===== config.mk =====
export PLATFORM = sky130hd
export DESIGN_NAME = muldiv_unit
export DESIGN_NICKNAME = d
export VERILOG_FILES = /design/src/rtl/riscv_pkg.sv /design/src/rtl/muldiv_core_step.sv /design/src/rtl/muldiv_unit.sv
export SDC_FILE = /design/constraint.sdc
export NUM_CORES = 1
export LEC_CHECK = 0
export CAP_MARGIN = 15
export CORE_MARGIN = 2
export CORE_UTILIZATION = 35
export DETAILED_ROUTE_END_ITERATION = 8
export SLEW_MARGIN = 20
export SYNTH_ARGS = -nofsm -noshare
export SYNTH_HDL_FRONTEND = slang
export SYNTH_HIERARCHICAL = 1
export SYNTH_SLANG_ARGS = --single-unit

===== constraint.sdc =====
create_clock -name clk -period 12.8 [get_ports clk]
set_input_delay 1.28 -clock clk [delete_from_list [all_inputs] [get_ports clk]]
set_output_delay 1.28 -clock clk [all_outputs]
set_load 0.05 [all_outputs]

===== src/rtl/riscv_pkg.sv =====
// Shared RV32M/RV64M constants: M-extension funct3 codes, decoder opcode/funct7,
// and the multiply/divide FSM state encoding.
package riscv_pkg;

    localparam logic [6:0] OPCODE_OP     = 7'b0110011;
    localparam logic [6:0] OPCODE_OP_32  = 7'b0111011;
    localparam logic [6:0] FUNCT7_MULDIV = 7'b0000001;

    localparam logic [2:0] F3_MUL    = 3'b000;
    localparam logic [2:0] F3_MULH   = 3'b001;
    localparam logic [2:0] F3_MULHSU = 3'b010;
    localparam logic [2:0] F3_MULHU  = 3'b011;
    localparam logic [2:0] F3_DIV    = 3'b100;
    localparam logic [2:0] F3_DIVU   = 3'b101;
    localparam logic [2:0] F3_REM    = 3'b110;
    localparam logic [2:0] F3_REMU   = 3'b111;

    typedef enum logic [1:0] {
        ST_IDLE = 2'd0,
        ST_CALC = 2'd1,
        ST_DONE = 2'd2
    } state_e;

endpackage


===== src/rtl/muldiv_core_step.sv =====
// One radix-2 iteration on unsigned magnitudes: shift-add multiply or
// restoring subtract-shift divide, selected by is_div_i.
module muldiv_core_step
    import riscv_pkg::*;
#(
    parameter int XLEN = 32
) (
    input  logic            is_div_i,
    input  logic [XLEN-1:0] hi_i,
    input  logic [XLEN-1:0] lo_i,
    input  logic [XLEN-1:0] m_i,
    output logic [XLEN-1:0] hi_o,
    output logic [XLEN-1:0] lo_o
);

    logic [XLEN:0]   sum;
    logic [XLEN:0]   rs;
    logic [XLEN-1:0] diff;
    logic            ge;

    always_comb begin
        sum  = {1'b0, hi_i} + (lo_i[0] ? {1'b0, m_i} : '0);
        rs   = {hi_i, lo_i[XLEN-1]};
        ge   = (rs >= {1'b0, m_i});
        // When ge holds the true difference is below m_i, so XLEN bits suffice.
        diff = rs[XLEN-1:0] - m_i;
        if (is_div_i) begin
            hi_o = ge ? diff : rs[XLEN-1:0];
            lo_o = {lo_i[XLEN-2:0], ge};
        end else begin
            hi_o = sum[XLEN:1];
            lo_o = {sum[0], lo_i[XLEN-1:1]};
        end
    end

endmodule


===== src/rtl/muldiv_unit.sv =====
// Multi-cycle M-extension execute unit: operands are reduced to magnitudes on
// acceptance, iterated in CALC, and sign-corrected on the way into DONE.
module muldiv_unit
    import riscv_pkg::*;
#(
    parameter int XLEN     = 32,
    parameter int FAST_MUL = 0
) (
    input  logic            clk,
    input  logic            reset,
    input  logic            start_i,
    input  logic            flush_i,
    input  logic [2:0]      funct3_i,
    input  logic [XLEN-1:0] a_i,
    input  logic [XLEN-1:0] b_i,
    input  logic [4:0]      rd_i,
    output logic            stall_o,
    output logic            busy_o,
    output logic            done_o,
    output logic [XLEN-1:0] result_o,
    output logic [4:0]      rd_o
);

    localparam int CNT_W = $clog2(XLEN) + 1;
    localparam logic [XLEN-1:0] MOST_NEG = {1'b1, {(XLEN-1){1'b0}}};

    state_e          state_q, state_d;
    logic [CNT_W-1:0] cnt_q, cnt_d;
    logic [2:0]      op_q, op_d;
    logic [4:0]      rd_q, rd_d;
    logic [4:0]      rd_out_q, rd_out_d;
    logic            a_neg_q, a_neg_d;
    logic            b_neg_q, b_neg_d;
    logic [XLEN-1:0] hi_q, hi_d;
    logic [XLEN-1:0] lo_q, lo_d;
    logic [XLEN-1:0] m_q, m_d;
    logic [XLEN-1:0] result_q, result_d;

    logic            accept, is_div_in, sign_a_in, sign_b_in, a_neg_in, b_neg_in;
    logic            div_zero, div_ovf;
    logic [XLEN-1:0] a_abs, b_abs, special_res, step_hi, step_lo;
    logic [2*XLEN-1:0] prod_fast;

    function automatic logic [XLEN-1:0] form_result(
        input logic [2:0]      op,
        input logic [XLEN-1:0] hi,
        input logic [XLEN-1:0] lo,
        input logic            a_neg,
        input logic            b_neg
    );
        logic [2*XLEN-1:0] prod;
        logic [XLEN-1:0]   quo;
        logic [XLEN-1:0]   rem;
        prod = (a_neg ^ b_neg) ? -{hi, lo} : {hi, lo};
        quo  = (a_neg ^ b_neg) ? -lo : lo;
        rem  = a_neg ? -hi : hi;
        case (op)
            F3_MUL:                        form_result = prod[XLEN-1:0];
            F3_MULH, F3_MULHSU, F3_MULHU:  form_result = prod[2*XLEN-1:XLEN];
            F3_DIV, F3_DIVU:               form_result = quo;
            default:                       form_result = rem;
        endcase
    endfunction

    always_comb begin
        is_div_in   = funct3_i[2];
        sign_a_in   = (funct3_i == F3_MULH) || (funct3_i == F3_MULHSU) ||
                      (funct3_i == F3_DIV)  || (funct3_i == F3_REM);
        sign_b_in   = (funct3_i == F3_MULH) || (funct3_i == F3_DIV) || (funct3_i == F3_REM);
        a_neg_in    = sign_a_in & a_i[XLEN-1];
        b_neg_in    = sign_b_in & b_i[XLEN-1];
        a_abs       = a_neg_in ? -a_i : a_i;
        b_abs       = b_neg_in ? -b_i : b_i;
        div_zero    = is_div_in & (b_i == '0);
        div_ovf     = ((funct3_i == F3_DIV) || (funct3_i == F3_REM)) &
                      (a_i == MOST_NEG) & (b_i == '1);
        special_res = funct3_i[1] ? (div_zero ? a_i : '0) : (div_zero ? '1 : MOST_NEG);
    end

    if (FAST_MUL != 0) begin : g_fast_mul
        assign prod_fast = a_abs * b_abs;
    end else begin : g_iter_mul
        assign prod_fast = '0;
    end

    muldiv_core_step #(.XLEN(XLEN)) u_step (
        .is_div_i (op_q[2]),
        .hi_i     (hi_q),
        .lo_i     (lo_q),
        .m_i      (m_q),
        .hi_o     (step_hi),
        .lo_o     (step_lo)
    );

    assign accept = (state_q == ST_IDLE) & start_i & ~flush_i;

    always_comb begin
        // NOTE: every next-state value defaults to its register so no latch is inferred.
        state_d  = state_q;
        cnt_d    = cnt_q;
        op_d     = op_q;
        rd_d     = rd_q;
        rd_out_d = rd_out_q;
        a_neg_d  = a_neg_q;
        b_neg_d  = b_neg_q;
        hi_d     = hi_q;
        lo_d     = lo_q;
        m_d      = m_q;
        result_d = result_q;
        case (state_q)
            ST_IDLE: begin
                if (accept) begin
                    op_d    = funct3_i;
                    rd_d    = rd_i;
                    a_neg_d = a_neg_in;
                    b_neg_d = b_neg_in;
                    hi_d    = '0;
                    lo_d    = a_abs;
                    m_d     = b_abs;
                    if (div_zero || div_ovf) begin
                        state_d  = ST_DONE;
                        result_d = special_res;
                        rd_out_d = rd_i;
                    end else if ((FAST_MUL != 0) && !is_div_in) begin
                        state_d  = ST_DONE;
                        result_d = form_result(funct3_i, prod_fast[2*XLEN-1:XLEN],
                                               prod_fast[XLEN-1:0], a_neg_in, b_neg_in);
                        rd_out_d = rd_i;
                    end else begin
                        state_d = ST_CALC;
                        cnt_d   = CNT_W'(XLEN);
                    end
                end
            end
            ST_CALC: begin
                if (flush_i) begin
                    state_d = ST_IDLE;
                    cnt_d   = '0;
                end else begin
                    hi_d  = step_hi;
                    lo_d  = step_lo;
                    cnt_d = cnt_q - 1'b1;
                    if (cnt_q == CNT_W'(1)) begin
                        state_d  = ST_DONE;
                        result_d = form_result(op_q, step_hi, step_lo, a_neg_q, b_neg_q);
                        rd_out_d = rd_q;
                    end
                end
            end
            ST_DONE: state_d = ST_IDLE;
            default: state_d = ST_IDLE;
        endcase
    end

    // NOTE: all state, datapath registers included, clears on reset so outputs read 0.
    always_ff @(posedge clk) begin
        if (reset) begin
            state_q  <= ST_IDLE;
            cnt_q    <= '0;
            op_q     <= '0;
            rd_q     <= '0;
            rd_out_q <= '0;
            a_neg_q  <= 1'b0;
            b_neg_q  <= 1'b0;
            hi_q     <= '0;
            lo_q     <= '0;
            m_q      <= '0;
            result_q <= '0;
        end else begin
            state_q  <= state_d;
            cnt_q    <= cnt_d;
            op_q     <= op_d;
            rd_q     <= rd_d;
            rd_out_q <= rd_out_d;
            a_neg_q  <= a_neg_d;
            b_neg_q  <= b_neg_d;
            hi_q     <= hi_d;
            lo_q     <= lo_d;
            m_q      <= m_d;
            result_q <= result_d;
        end
    end

    assign stall_o  = accept | ((state_q == ST_CALC) & ~flush_i);
    assign busy_o   = (state_q != ST_IDLE);
    assign done_o   = (state_q == ST_DONE);
    assign result_o = result_q;
    assign rd_o     = rd_out_q;

endmodule


==> results of run 1 <==
## how the worst max path moves through the flow
| stage | slack [ns] | end | depth (start not counted) |
|---|---|---|---|
| 6_report | 6.09 | result_o[29] | 21 |
| 2_1_floorplan | 7.98 | result_o[29] | 21 |
| 3_5_place_dp | 6.28 | result_o[29] | 21 |
| 3_3_place_gp | 6.38 | result_o[29] | 21 |
| 4_1_cts | 6.22 | result_o[29] | 21 |
| 5_1_grt | 5.80 | result_o[29] | 21 |
## kinds of logic (layout without fill, tap and decap cells)
family	after synthesis	in the layout
xor gates and xnor gates	162	162
muxes	52	52
DFF	151	151
AOI/OAI and AO/OA	704	704
and+or+nand+nor	735	735
adders and majority gates	73	73
buffers and inverters	233	263
## power by group through the flow
stage                     registers (mW)  logic (mW)  clock network [mW]
final                              0.522       0.671               0.569
after global routing               0.525       0.719               0.594
after CTS                          0.521       0.651               0.577
after detailed placement           0.532       0.648                   0
after global placement             0.531       0.645                   0
after floorplan                    0.531       0.436                   0
## layer usage
| layer | vias to the layer above | wire length, um | track usage | share of wire |
|---|---|---|---|---|
| met3 | 112 | 5502 | 0.04089 | 0.088 |
| li1 | 7880 | - | - | - |
| met1 | 8120 | 28190 | 0.3894 | 0.45 |
| met4 | 4 | 1591 | 0.08956 | 0.026 |
| met2 | 857 | 26890 | 0.4126 | 0.43 |
| met5 | - | 26 | 0 | 0.00042 |
## cells in the final DEF, fill, tap and decap left out, types with 13 or more instances in the layout
| master | n |
|---|---|
| nor2_1 | 217 |
| a21oi_1 | 168 |
| nand2_1 | 166 |
| dfxtp_1 | 150 |
| o21ai_0 | 135 |
| clkdlybuf4s50_1 | 114 |
| xor2_1 | 86 |
| inv_1 | 76 |
| xnor2_1 | 75 |
| ha_1 | 71 |
| a211oi_1 | 64 |
| nor3_1 | 54 |
| a31oi_1 | 45 |
| and2_1 | 41 |
| buf_4 | 41 |
| a22oi_1 | 40 |
| nand3_1 | 39 |
| mux2_2 | 37 |
| nor4_1 | 35 |
| o31ai_1 | 32 |
| a21o_1 | 30 |
| nand4_1 | 29 |
| or3_1 | 24 |
| o211ai_1 | 22 |
| and3_1 | 21 |
| a311oi_1 | 18 |
| clkbuf_16 | 18 |
| mux2i_1 | 14 |
| or2_2 | 13 |
| or4_1 | 13 |
| o41ai_1 | 13 |
## worst min-delay path, stage by stage, from the launching register on
cell and delay (ns):
dfxtp_1 0.31, nand2_1 0.05, a21oi_1 0.05
## Yosys cell counts (13+ instances only)
library cell / number / share of area
or2_2: 13 / 0.0053
a21oi_1: 168 / 0.055
or4_1: 13 / 0.0064
o21ai_0: 135 / 0.044
and2_1: 41 / 0.017
xnor2_1: 76 / 0.043
o211ai_1: 22 / 0.011
inv_1: 76 / 0.019
a211oi_1: 64 / 0.031
mux2_2: 37 / 0.027
and3_1: 21 / 0.0086
dfxtp_1: 151 / 0.20
ha_1: 71 / 0.058
a22oi_1: 40 / 0.020
o31ai_1: 32 / 0.016
or3_1: 24 / 0.0098
nand2b_1: 13 / 0.0053
clkbuf_1: 135 / 0.033
a21o_1: 30 / 0.015
nor2_1: 219 / 0.054
o41ai_1: 13 / 0.0074
nand3_1: 39 / 0.013
a31oi_1: 45 / 0.018
nand2_1: 166 / 0.041
mux2i_1: 14 / 0.0092
nor3_1: 54 / 0.018
a311oi_1: 18 / 0.010
xor2_1: 86 / 0.049
nand4_1: 29 / 0.012
nor4_1: 36 / 0.015
## through the flow
| stage | instance area [um2] | hold slack [ns] |
|---|---|---|
| 2_1_floorplan | 15310 | 0.4366 |
| 3_3_place_gp | 16890 | 0.4403 |
| 3_5_place_dp | 16890 | 0.4452 |
| 4_1_cts | 17530 | 0.4559 |
| 5_1_grt | 17530 | 0.4752 |
| 6_report | 17530 | 0.4558 |
## sequential cells by signal, summed over array words and instances (netlist names)
name,flops
m_q,32
lo_q,32
cnt_q,6
op_q,3
rd_o,5
result_o,32
b_neg_q,1
hi_q,32
a_neg_q,1
rd_q,5
state_q,2
## final cells by class
class | count | area [um2]
Multi-Input combinational cell | 1726 | 11400
Fill cell | 4567 | 25650
Sequential cell | 151 | 3027
Clock buffer | 20 | 467.9
Clock inverter | 12 | 163.9
Timing Repair Buffer | 155 | 1449
Inverter | 76 | 285.3
Tap cell | 585 | 732.0
==> impl_metrics.py, run 1 <==
metrics = {
    "place": {
        "post-dp-hpwl_um": 46060,
        "gp_congestion": 0.9623,
        "pre_cts_ws_ns": 6.277,
        "dp_cells": 2693,
        "io_buffers": 115,
    },
    "final_layout": {
        "area_delta_synth_final_pct": 14.45,
        "drive_above_1_share": 0.08037,
        "final_cell_count_no_fill": 2725,
        "n_antenna_cell": 0,
        "finalNetCount": 2276,
        "finalCoreUtilization": 0.4060,
    },
    "clock_network": {
        "cts.repair.resized": 0,
        "cts_inserted_buffers": 17,
        "tritoncts": "built",
        "worst_skew_pair.late_latency_ns": 0.47,
        "htree_levels": 4,
        "cts.sinks": 151,
        "clkTransAtPathRegs_ns": 0.07,
        "clockRootBuffer": "clkbuf_16",
        "holdBufCountCts": 0,
        "post_cts_buffers": 0,
        "clk_path_buf_depth": 2,
    },
    "die": {
        "die-area_um2": 45440,
        "start_util": 0.3547,
        "fp.dieH_um": 213.2,
        "fp-row-count": 76,
        "core-area_um2": 43170,
        "ioPinCount": 116,
        "die_w_um": 213.2,
    },
    "power_and_ir_drop": {
        "leakage_nw": 6.577,
        "finalPower_mw": 1.762,
        "ir_drop_uv": 82.01,
        "switching_share": 0.4050,
        "pwr-share-clk": 0.323,
        "switchingPower_mw": 0.7138,
        "internal_power_mw": 1.049,
        "seq_power_share": 0.296,
        "power_density_nw_per_um2": 100.6,
        "combPwrFrac": 0.381,
    },
    "setup_path": {
        "crit_family": "simple AND/OR/NAND/NOR gates",
        "critPathMaxStageDelay_ns": 0.91,
        "cpMaxStageDelayCell": "nor4_2",
        "cp_num_buf_inv": 2,
        "path_cells": "buf_4 > and2_1 > ha_1 > fa_1 > a21oi_1 > o211a_1 > nor3_1 > nor2_1 > o31ai_1 > xnor2_1 > nor2_1 > a31oi_1 > o21ai_0 > buf_4 > nor4_2 > nand2_1 > nor4_2 > nand3_1 > mux2_1 > a2111oi_2 > nor3_1",
        "crit_path_start_kind": "register",
        "cp.required_ns": 13.13,
        "worstPathMaxFanout": 34,
        "critPathKind": "reg -> reg",
        "cp.arrival_ns": 7.04,
        "cp-end-kind": "register",
        "crit_path_start": "lo_q[0]",
        "r2r_start": "lo_q[0]",
        "r2r_slack_ns": 6.09,
        "rr_worst_depth": 21,
        "timing.rr.end": "result_o[29]",
    },
    "global_routing": {
        "grt_max_degree": 80,
        "grt-ovfl-total": 0,
        "grt_antenna_before_repair": 2,
        "gr-usage-all-layers": 0.2712,
        "grt_pass1_vias": 15572,
        "grt_pass1_wl_um": 95030,
    },
    "worst_hold_path": {
        "hold_end": "rd_q[0]",
        "hold_class": "reg -> reg",
        "hold_depth": 2,
        "hp-start": "rd_q[0]",
    },
    "synthesis": {
        "synth_top_family_by_area": "compound AO/OA/AOI/OAI gates",
        "syn_area_um2": 15310,
        "synthSimpleGateAreaFrac": 0.2438,
        "yosys_warnings": 6,
        "synth_edf_count": 0,
        "synth_xor_area_frac": 0.09265,
        "synthMuxAreaShare": 0.03709,
        "avgSynthCellArea_um2": 7.258,
        "syn_inst": 2110,
        "async_flop_share": 0,
        "synth-adder-area-share": 0.06063,
        "synthDistinctLibCells": 99,
        "seq_area_frac_synth": 0.1974,
        "ys_ff_latch": 151,
        "synth_compound_area_frac": 0.3080,
        "ys.flop_type": "dfxtp_1",
        "synth_nets": 2259,
    },
    "timing": {
        "slew_viol_final": 0,
        "setup_tns_ns": 0,
        "fmax_mhz": 149.0,
        "setup_viol": 0,
        "period_needed_ns": 6.711,
        "hold_viol_final": 0,
        "tightest_slew_ns": 1.152,
        "setup_ws_ns": 6.089,
        "skew_ns": 0.01823,
        "fin_crit_sh": 0.5243,
        "relSlewSlack": 0.2251,
        "rsz0062_at_grt": "false",
    },
    "outcome": {
        "status": "finished clean",
    },
    "drt": {
        "drc": 0,
        "dr.pass1.iters": 9,
        "wirelength_um": 62200,
        "routedWlPerCell_um": 22.83,
        "vias": 16973,
        "vias_per_cell": 6.229,
        "drt_iter0_markers": 2037,
        "postRouteAntennaNets": 0,
    },
    "job": {
        "cap_viol_max_count": 0,
    },
}
Power figures use the tool's default switching activity.
==> run 2: changes to the inputs <==
Clock period 12.8 ns to 5.55 ns, I/O delays scaled along.
==> run 2 against run 1 <==
Via count up 2.1%. Register-to-register slack worse by 5.8 ns. Maximum frequency up 28%. Clock power up 120%. Clock skew down 0.0019 ns. Combinational power rose to 2.5 times the previous value. Wire length up 3.0%. Final cell count up 3.9%. Power up 140%. Critical endpoint is now result_o[31]. Largest cell class unchanged. Largest power group unchanged.
==> impl_metrics.py, run 2 (same netlist as run 1, synthesis figures left out) <==
metrics = {
    "outcome": {
        "status": "finished clean",
    },
    "setup_path": {
        "crit_path_start_kind": "register",
        "crit_path_start": "lo_q[31]",
        "cp-end-kind": "register",
        "r2r_start": "lo_q[31]",
        "critPathKind": "reg -> reg",
        "worstPathMaxFanout": 4,
        "cp.arrival_ns": 5.55,
        "cp.required_ns": 5.85,
    },
    "drt": {
        "drt_iter0_markers": 1891,
        "vias": 17329,
        "postRouteAntennaNets": 0,
        "vias_per_cell": 6.119,
        "dr.pass1.iters": 6,
        "drc": 0,
        "wirelength_um": 64090,
        "routedWlPerCell_um": 22.63,
    },
    "final_layout": {
        "drive_above_1_share": 0.1269,
        "final_cell_mix": "217 x nor2_1, 167 x a21oi_1, 166 x nand2_1, 149 x dfxtp_1, 146 x buf_4",
        "finalCoreUtilization": 0.4254,
        "layout_commonest_cell": "nor2_1",
        "fillers": 4529,
        "finalNetCount": 2383,
        "area_delta_synth_final_pct": 19.92,
    },
    "timing": {
        "skew_ns": 0.01630,
        "tightest_slew_ns": 1.065,
        "hold_viol_final": 0,
        "fin_crit_sh": 0.9466,
        "relSlewSlack": 0.2881,
        "period_needed_ns": 5.254,
        "setup_tns_ns": 0,
        "setup_viol": 0,
        "fmax_mhz": 190.3,
        "setup_ws_ns": 0.2965,
        "rsz0062_at_grt": "false",
        "slew_viol_final": 0,
    },
    "power_and_ir_drop": {
        "power_density_nw_per_um2": 226.6,
        "ir_drop_uv": 271.5,
        "leakage_nw": 7.121,
    },
    "place": {
        "pre_cts_ws_ns": -0.005302,
        "io_buffers": 115,
        "post-dp-hpwl_um": 48820,
        "gp_congestion": 1.003,
    },
    "clock_network": {
        "cts_inserted_buffers": 17,
        "clockRootBuffer": "clkbuf_16",
        "worst_skew_pair.late_latency_ns": 0.46,
        "clk_path_buf_depth": 2,
        "clkTransAtPathRegs_ns": 0.06,
        "tritoncts": "built",
        "htree_levels": 4,
        "cts.sinks": 151,
    },
    "die": {
        "start_util": 0.3547,
        "die-area_um2": 45440,
        "ioPinCount": 116,
        "core-area_um2": 43170,
        "die_w_um": 213.2,
        "fp-row-count": 76,
        "fp.dieH_um": 213.2,
    },
    "global_routing": {
        "grt_pass1_vias": 15892,
        "grt-ovfl-total": 0,
        "grt_antenna_before_repair": 4,
        "grt_pass1_wl_um": 96380,
        "grt_max_degree": 82,
        "gr-usage-all-layers": 0.2786,
    },
    "job": {
        "cap_viol_max_count": 0,
    },
    "worst_hold_path": {
        "hold_class": "reg -> reg",
        "hp-start": "rd_q[4]",
    },
}
[run 2: cell types whose count changed in the layout (fill, tap and decap cells not counted), moves of 2 or more]
cell | before | now
buf_4 | 41 | 146
clkbuf_8 | 1 | 6
clkinv_2 | 0 | 3
clkinvlp_4 | 4 | 1
inv_6 | 3 | 0
nor3_1 | 54 | 52
nor3_2 | 1 | 3
nor4_4 | 2 | 4
[run 2: metal layers]
metal | GRT usage | wire length [um]
met3 | 0.04295 | 5226
met5 | 0 | 7
met4 | 0.1288 | 2878
met2 | 0.4156 | 27120
met1 | 0.3919 | 28860
[run 2: area by class of cell]
class	count	area (um2)	share of cell area
antenna	1	2.502	0.0001363
clock buffer	24	511.7	0.02787
clock inverter	7	91.34	0.004974
inverter	76	285.3	0.01553
multi-input combinational	1726	11440	0.6232
sequential	151	3028	0.1649
tap	585	732.0	0.03986
timing repair buffer	262	2268	0.1235
[run 2: metrics by stage]
step,cells,total power [mW],instance area (um2),hold WS (ns)
2_1_floorplan,2110,2.231,15310,0.4366
3_3_place_gp,2799,2.861,17700,0.4363
3_5_place_dp,2799,2.867,17700,0.4484
4_1_cts,2830,4.116,18310,0.4585
5_1_grt,2832,4.337,18360,0.4772
6_report,2832,4.161,18360,0.4541
[run 2: timing repair]
item                                    CTS  global route
endpoints found under the setup margin    2             8
resized for setup                         1             9
pin swaps                                 0             2
setup buffers                             0             1
hold buffers                              0             0
[run 2: path summary, 6_finish.rpt]
kind,cells after the start,slack (ns),endpoint
min,2,0.45,rd_q[4]
min reg2reg,2,0.45,rd_q[4]
max,20,0.30,result_o[31]
max reg2reg,20,0.30,result_o[31]
[run 2: worst max-delay path: stages, from the launching register on]
cell	delay (ns)
dfxtp_1	0.33
inv_1	0.10
ha_1	0.19
inv_1	0.06
fa_1	0.41
a21o_1	0.20
a31oi_1	0.31
a21oi_1	0.20
a31o_2	0.33
a311o_1	0.34
a21oi_1	0.19
xnor2_1	0.14
mux2i_1	0.16
a21oi_1	0.14
or4_1	0.54
or3_1	0.37
or3_1	0.39
a221oi_1	0.25
o221ai_1	0.16
o211ai_1	0.19
a21oi_1	0.09
[run 2: report_power, final]
group | switching [mW] | internal [mW]
clock network | 0.515 | 0.730
logic | 1.07 | 0.634
registers | 0.0663 | 1.14
total | 1.65 | 2.51
